## config.mk

```make
export PLATFORM = sky130hd
export DESIGN_NAME = int_sequencer
export DESIGN_NICKNAME = d
export VERILOG_FILES = /design/src/rtl/int_sequencer_pkg.sv /design/src/rtl/int_sequencer_nmi_edge_sync.sv /design/src/rtl/int_sequencer.sv
export SDC_FILE = /design/constraint.sdc
export NUM_CORES = 1
export LEC_CHECK = 0
export CORE_MARGIN = 10
export CORE_UTILIZATION = 60
export CTS_BUF_LIST = sky130_fd_sc_hd__clkbuf_8
export DETAILED_ROUTE_END_ITERATION = 10
export DONT_BUFFER_PORTS = 1
export PLACE_DENSITY = 0.81
export RECOVER_POWER = 100
export SLEW_MARGIN = 0
export SYNTH_ARGS = -nofsm -noshare
export SYNTH_HDL_FRONTEND = slang
export SYNTH_SLANG_ARGS = --single-unit
```

## constraint.sdc

```tcl
create_clock -name phi1 -period 2 [get_ports phi1]
set_input_delay 0.5 -clock phi1 [delete_from_list [all_inputs] [get_ports phi1]]
set_output_delay 0.5 -clock phi1 [all_outputs]
set_load 0.05 [all_outputs]
```

## src/rtl/int_sequencer_pkg.sv

```systemverilog
// Shared constants for the interrupt sequencer: service-type bit positions,
// vector low bytes, and controller state encodings.
package int_sequencer_pkg;

    // Bit positions inside the one-hot int_array.
    localparam logic [1:0] RST_I = 2'd0;
    localparam logic [1:0] NMI_I = 2'd1;
    localparam logic [1:0] IRQ_I = 2'd2;
    localparam logic [1:0] BRK_I = 2'd3;

    // Vector low bytes; the high byte is always FF.
    localparam logic [7:0] VEC_RST = 8'hFC;
    localparam logic [7:0] VEC_NMI = 8'hFA;
    localparam logic [7:0] VEC_IRQ = 8'hFE;

    typedef enum logic [1:0] {
        ST_IDLE    = 2'd0,
        ST_SERVICE = 2'd1,
        ST_LOCKED  = 2'd2
    } state_t;

    // One-hot service-type word with only the bit at idx set.
    function automatic logic [3:0] int_onehot(input logic [1:0] idx);
        logic [3:0] r;
        r      = 4'b0000;
        r[idx] = 1'b1;
        return r;
    endfunction

endpackage

```

## src/rtl/int_sequencer_nmi_edge_sync.sv

```systemverilog
// NMI input synchronizer, rising-edge detector and pending latch.
// Runs regardless of RDY so that an NMI edge during a stall is never lost.
module nmi_edge_sync #(
    parameter int NMI_SYNC = 2
) (
    input  logic phi1,
    input  logic rst,
    input  logic nmi_in,
    input  logic clr,
    output logic nmi_pend
);

    logic [NMI_SYNC-1:0] sync_reg;
    logic [NMI_SYNC-1:0] sync_next;
    logic                prev_reg;
    logic                pend_reg;
    logic                pend_next;
    logic                nmi_edge;

    // Synchronizer shift path: stage 0 samples the pin, each later stage
    // samples the one before it.
    assign sync_next[0] = nmi_in;
    generate
        for (genvar gi = 1; gi < NMI_SYNC; gi++) begin : g_sync
            assign sync_next[gi] = sync_reg[gi-1];
        end
    endgenerate

    // Edge detection on the synchronized level; a held-high input only fires once.
    assign nmi_edge = sync_reg[NMI_SYNC-1] & ~prev_reg;

    // A new edge wins over a clear on the same edge so it is never dropped.
    assign pend_next = nmi_edge | (pend_reg & ~clr);

    // Synchronizer, edge history and pending latch registers.
    always_ff @(posedge phi1) begin
        if (rst) begin
            sync_reg <= '0;
            prev_reg <= 1'b0;
            pend_reg <= 1'b0;
        end else begin
            sync_reg <= sync_next;
            prev_reg <= sync_reg[NMI_SYNC-1];
            pend_reg <= pend_next;
        end
    end

    assign nmi_pend = pend_reg;

endmodule

```

## src/rtl/int_sequencer.sv

```systemverilog
// Interrupt sequencer: arbitrates RST/NMI/IRQ/BRK at instruction boundaries,
// tracks the service sequence, and supplies the vector low byte.
module int_sequencer
    import int_sequencer_pkg::*;
#(
    parameter int NMI_SYNC = 2
) (
    input  logic       phi1,
    input  logic       rst,
    input  logic       nmi_in,
    input  logic       irq_in,
    input  logic       i_flag,
    input  logic       brk_op,
    input  logic       sync_in,
    input  logic       rdy,
    input  logic       vec_fetch,
    input  logic       svc_done,
    output logic [3:0] int_array,
    output logic       int_active,
    output logic [7:0] vec_lo,
    output logic       nmi_pend
);

    state_t     state_reg,      state_next;
    logic [3:0] int_array_reg,  int_array_next;
    logic       int_active_reg, int_active_next;
    logic [7:0] vec_lo_reg,     vec_lo_next;
    logic       rst_req_reg,    rst_req_next;
    logic       nmi_clr;
    logic       irq_req;
    logic       any_req;
    logic       hijack;

    nmi_edge_sync #(
        .NMI_SYNC (NMI_SYNC)
    ) u_nmi (
        .phi1     (phi1),
        .rst      (rst),
        .nmi_in   (nmi_in),
        .clr      (nmi_clr),
        .nmi_pend (nmi_pend)
    );

    assign irq_req = irq_in & ~i_flag;
    assign any_req = nmi_pend | irq_req | brk_op;
    assign hijack  = nmi_pend & (int_array_reg[IRQ_I] | int_array_reg[BRK_I]);

    // Controller state and registered outputs; reset starts the RST service.
    always_ff @(posedge phi1) begin
        if (rst) begin
            state_reg      <= ST_IDLE;
            int_array_reg  <= int_onehot(RST_I);
            int_active_reg <= 1'b1;
            vec_lo_reg     <= VEC_RST;
            rst_req_reg    <= 1'b1;
        end else begin
            state_reg      <= state_next;
            int_array_reg  <= int_array_next;
            int_active_reg <= int_active_next;
            vec_lo_reg     <= vec_lo_next;
            rst_req_reg    <= rst_req_next;
        end
    end

    // Next-state logic: arbitration, NMI hijack and service completion.
    // With RDY low everything holds; the NMI latch keeps running on its own.
    always_comb begin
        state_next      = state_reg;
        int_array_next  = int_array_reg;
        int_active_next = int_active_reg;
        vec_lo_next     = vec_lo_reg;
        rst_req_next    = rst_req_reg;
        nmi_clr         = 1'b0;

        if (rdy) begin
            unique case (state_reg)
                ST_IDLE: begin
                    if (rst_req_reg) begin
                        // The reset sequence is already underway when reset
                        // releases, so it is taken without waiting for SYNC.
                        state_next      = ST_SERVICE;
                        int_array_next  = int_onehot(RST_I);
                        int_active_next = 1'b1;
                        vec_lo_next     = VEC_RST;
                        rst_req_next    = 1'b0;
                    end else if (sync_in && any_req) begin
                        state_next      = ST_SERVICE;
                        int_active_next = 1'b1;
                        if (nmi_pend) begin
                            int_array_next = int_onehot(NMI_I);
                            vec_lo_next    = VEC_NMI;
                            nmi_clr        = 1'b1;
                        end else if (irq_req) begin
                            int_array_next = int_onehot(IRQ_I);
                            vec_lo_next    = VEC_IRQ;
                        end else begin
                            int_array_next = int_onehot(BRK_I);
                            vec_lo_next    = VEC_IRQ;
                        end
                    end
                end
                ST_SERVICE: begin
                    if (svc_done) begin
                        state_next      = ST_IDLE;
                        int_array_next  = 4'b0000;
                        int_active_next = 1'b0;
                        vec_lo_next     = VEC_IRQ;
                    end else begin
                        if (vec_fetch) begin
                            state_next = ST_LOCKED;
                        end
                        // NMI may steal an IRQ/BRK sequence up to the vector fetch.
                        if (hijack) begin
                            int_array_next = int_onehot(NMI_I);
                            vec_lo_next    = VEC_NMI;
                            nmi_clr        = 1'b1;
                        end
                    end
                end
                ST_LOCKED: begin
                    if (svc_done) begin
                        state_next      = ST_IDLE;
                        int_array_next  = 4'b0000;
                        int_active_next = 1'b0;
                        vec_lo_next     = VEC_IRQ;
                    end
                end
                default: begin
                    state_next = ST_IDLE;
                end
            endcase
        end
    end

    assign int_array  = int_array_reg;
    assign int_active = int_active_reg;
    assign vec_lo     = vec_lo_reg;

endmodule

```

# Word level (Yosys, flattened, before mapping)

Cells that the tools add are included.

Add/sub/neg operators: 0
Multiply operators: 0
Div/mod/pow operators: 0
Magnitude comparators: 0
Equality and inequality tests: 7
Shift operators: 0
Muxes and demuxes: 32
Bitwise operators: 11
Reduce and logical (&&, ||, !) cells: 9

Operator list:

| operator                                                                | count |
|---|---|
| 8-bit two-way mux                                                       | 5 |
| 4-bit two-way mux                                                       | 7 |
| 8-bit one-hot mux with 3 select lines                                   | 1 |
| 4-bit one-hot mux with 3 select lines                                   | 1 |
| 2-bit two-way mux                                                       | 5 |
| 1-bit two-way mux                                                       | 9 |
| 3-bit inequality test, second input constant                            | 3 |
| 4-bit AND reduction                                                     | 2 |
| 2-bit one-hot mux with 3 select lines                                   | 1 |
| 5-bit AND reduction                                                     | 1 |
| 1-bit AND                                                               | 4 |
| 1-bit bitwise OR                                                        | 4 |
| 1-bit one-hot mux with 2 select lines                                   | 2 |
| 3-bit two-way mux                                                       | 1 |
| 1-bit inverter                                                          | 3 |
| 3-bit nonzero test                                                      | 1 |
| 2-bit by 1-bit equality test with 1-bit output, second input constant   | 1 |
| 2-bit equality test, second input constant                              | 1 |
| 2-bit logical NOT                                                       | 1 |
| 2-bit by 1-bit inequality test with 1-bit output, second input constant | 1 |
| 2-bit inequality test, second input constant                            | 1 |
| 2-bit AND reduction                                                     | 1 |
| 2-bit nonzero test                                                      | 1 |
| 2-bit OR reduction                                                      | 1 |
| 1-bit logical AND                                                       | 1 |

Register bits: 20
Bits in latches: 0
Bits in writable memories: 0
ROM bits: 0
Input port bits: 10
Output and inout port bits: 14
Word-level logic and storage cells: 67
Memories kept: 0

# Logic depth before layout (Yosys ltp)

Depth after elaboration: 12
Gate-level depth with buffers: 6
Mapped depth without buffers: 6

# By module

Synthesis repeated with hierarchy kept, for this count alone.

Cells, all modules: 88
Area total of the unflattened synthesis: 824.5 um2

By module, submodules not included:

| module        | times used | cells an instance | area an instance (um2) | seq. area each (um2) |
|---|---|---|---|---|
| int_sequencer | 1          | 78                | 694.4                  | 200.2 |
| nmi_edge_sync | 1          | 10                | 130.1                  | 80.1 |

# Least setup slack after synthesis

OpenSTA, ideal clock, no wires.

Kind: reg-to-reg
From: register state_reg[0]
To: register int_array_reg[1] (netlist: int_array[1])
Setup time: 121 ps
Arrival time: 1624 ps
Data required time: 1879 ps
Setup slack: 254 ps
Stages on the path, launching flop included: 7
Path buffers: 0
Period minus slack after synthesis: 1746 ps
Cell sequence: dfxtp_1 -> inv_1 -> ha_1 -> nand2b_4 -> or4_4 -> nand3_4 -> mux2_4

Longest elaborated chain between the ends: 3
Elaborated cells on any way between the ends: 9
Classes of those cells: eq/ne: 5; mux: 1; reduce/logical: 3

Ends and longest elaborated chain:

| what                                                                         | line                | text |
|---|---|---|
| start: declaration                                                           | int_sequencer.sv:24 | `state_t state_reg, state_next;` |
| start signal: assignment                                                     | int_sequencer.sv:57 | `state_reg <= state_next;` |
| 2-bit by 1-bit equality test with 1-bit output, or another cell as far along | int_sequencer.sv:76 | `unique case (state_reg)` |
| 3-bit inequality test (no line), or another cell as far along                | -                   |  |
| 5-bit AND reduction (no line)                                                | -                   |  |
| end signal: assignment                                                       | int_sequencer.sv:52 | `int_array_reg <= int_onehot(RST_I);` |
| end signal: assignment                                                       | int_sequencer.sv:58 | `int_array_reg <= int_array_next;` |
| end: declaration                                                             | int_sequencer.sv:25 | `logic [3:0] int_array_reg, int_array_next;` |

Parallel ways exist; a longest one is shown, timed or not.
A chain may end at the register's enable or synchronous reset.

# Worst setup path after layout

Ends and elaborated chain as after synthesis.

==> impl_metrics.csv <==
group,metric,value,unit
yosys,synth_edf_count,0,
clock_network,root_buffer,"clkbuf_8",
clock_network,post_cts_buffers,0,
final_layout,most-common-layout-cells,"14 x dfxtp_1, 6 x inv_1, 6 x nor2b_1, 6 x nand2b_1, 6 x conb_1",
yosys,synth_area,782.0,um2
drt,vias,605,
clock_network,cts_tree,"built",
placed_design,placed_area,788.3,um2
critical_path,worstPathArrival,2000,ps
global_routing,grt_pass1_wl,2932,um
global_routing,antenna_found_initial,0,
timing,setup_viol,0,
clock_network,clkTransAtPathRegs,60,ps
timing,max_freq,537.8,MHz
worst_hold_path,worstHoldPathType,"primary input to flip-flop",
critical_path,endpoint_kind,"flip-flop",
timing,finClkSkew,1.022,ps
drt,drtAntennaViolNets,0,
floorplanning,dieArea,0.003147,mm2
timing,finalCriticalPeriod,1859,ps
clock_network,cts_inserted_buffers,3,
final_layout,stdcell_area,827.0,um2
yosys,synth_compound_area_share,18.56,%
job,maxCapViolCount,0,
placed_design,port_buffers,0,
timing,final_min_period_over_clock_period,92.97,%
yosys,yosysUniqueCellTypes,34,
floorplanning,die_y,56.10,um
critical_path,r2r_cells,6,
floorplanning,die_w,56.10,um
yosys,ys_async_sr_fraction,0,%
yosys,synth_mux_area_share,7.040,%
placed_design,hpwl,1291,um
global_routing,grt_overflow,0,
power_and_ir_drop,p_per_area,960.5,mW/mm2
yosys,seq_area_frac_synth,35.84,%
worst_hold_path,hold_depth,1,
final_layout,nets,103,
drt,drtIter0Drc,10,
floorplanning,core,0.001171,mm2
final_layout,layout_commonest_cell,"dfxtp_1",
yosys,syn_area_per_cell,9.310,um2
critical_path,crit_type,"flip-flop to flip-flop",
final_layout,fillCellCount,87,
final_layout,areaGrowthSynthToFinish,5.760,%
global_routing,groute.usage.overall,11.19,%
timing,rsz0062_at_grt,"false",
yosys,synth.ff_latch_count,14,
global_routing,first_global_vias,666,
drt,avgViaCountPerCell,5.931,
placed_design,place_congestion,0.8474,
final_layout,largest_reg_flops,4,
critical_path,crit_fanout,6,
power_and_ir_drop,p_leak,0.3308,nW
timing,setup_tns,0,ps
floorplanning,boundaryPins,24,
final_layout,drive_gt1_share,14.77,%
critical_path,crit_path_start,"state_reg[0]$_SDFFE_PP0P_",
status,outcome,"complete, no violations",
clock_network,clockBufferDepth,2,
yosys,yosys.area_share.simple,22.08,%
yosys,syn_inst,84,
global_routing,grt_max_degree,18,
yosys,synth_top_family_by_area,"simple AND/OR/NAND/NOR gates",
clock_network,clk_latency,250,ps
final_layout,fin_util,70.62,%
yosys,yosys_warnings,0,
timing,slew_viol_final,0,
clock_network,cts_resized,0,
drt,wl_per_cell,17.14,um
drt,drtPass1Iterations,5,
critical_path,timing.rr.start,"state_reg[0]$_SDFFE_PP0P_",
final_layout,multi_input_area,440.4,um2
drt,drc,0,
critical_path,crit_path_start_kind,"flip-flop",
yosys,synthXorXnorAreaFrac,0,%
worst_hold_path,hp-start,"rst",
yosys,synth_fa_ha_area_share,6.400,%
clock_network,cts_num_sinks,14,
timing,slew-limit-headroom,57.38,%
final_layout,diodes,0,
clock_network,cts_hold_buf,0,
power_and_ir_drop,ir_worst_vdd,0.7137,mV
yosys,synthFlopType,"dfxtp_1",
clock_network,htree_levels,1,
drt,totalWireLength,1748,um
timing,tightest_slew,639.3,ps
floorplanning,start_util,66.77,%
floorplanning,std_cell_rows,12,
power_and_ir_drop,finalPower,794.4,uW
timing,hold_viol,0,
final_layout,register_area,280.3,um2
critical_path,critPathRequiredTime,2140,ps
==> cell type report <==
| cell class | count | area share, % |
|---|---|---|
| Multi-Input combinational cell | 61 | 53.25 |
| Sequential cell | 14 | 33.89 |
| Clock buffer | 4 | 6.657 |
| Inverter | 6 | 2.723 |
| Tap cell | 14 | 2.118 |
| Timing Repair Buffer | 3 | 1.362 |
==> final timing paths <==
kind	to	slack, ps
max reg2reg	int_array[1]$_SDFFE_PP0P_	140
min reg2reg	u_nmi.nmi_pend$_SDFF_PP0_	450
max	int_array[1]$_SDFFE_PP0P_	140
min	u_nmi.nmi_pend$_SDFF_PP0_	320
==> logic make-up after synthesis <==
| kind of cell | count (synthesis) |
|---|---|
| buffers and inverters | 13 |
| adder cells (fa/ha/maj) | 4 |
| flip-flops | 14 |
| AO/OA/AOI/OAI | 19 |
| AND/OR/NAND/NOR | 27 |
| multiplexers | 5 |
| other | 2 |
==> routing by layer <==
metal  vias up  GRT usage [%]  part of all wire [%]
met4         0          4.437                   2.2
met3         6          9.339                    16
li1        290              -                     -
met1       277          10.97                    37
met2        32          16.85                    45
met5         -              0                     0
==> worst max-delay path, stage by stage (launching register included) <==
cell,delay (ps)
dfxtp_1,340
inv_1,100
ha_1,210
nand2b_2,110
or4_4,540
nand3_4,150
mux2_4,300
==> synthesized netlist by cell type, types with 2 or more instances <==
master	n	area [um2]
nand2_1	5	18.77
a21oi_1	3	15.01
mux2i_1	4	40.04
nor2b_1	6	37.54
conb_1	2	7.510
nand2b_1	6	37.54
nor2_1	3	11.26
ha_1	4	50.05
dfxtp_1	14	280.3
inv_1	6	22.52
o21ai_0	3	15.01
buf_4	6	45.04
==> metrics by stage <==
step / worst slack (ps) / instances / hold WS, ps
after CTS: 135.2 / 102 / 313.0
after floorplan: 254.3 / 88 / 413.8
after global routing: 43.54 / 102 / 308.6
after detailed placement: 146.3 / 98 / 431.8
final: 140.6 / 102 / 318.0
after global placement: 208.3 / 98 / 431.7
==> where the power goes <==
group / leakage (nW) / switching (mW) / internal [mW]
combinational: 0.187 / 0.104 / 0.0599
sequential: 0.115 / 0.0523 / 0.301
clock: 0.0288 / 0.102 / 0.175
Power figures use the tool's default switching activity.
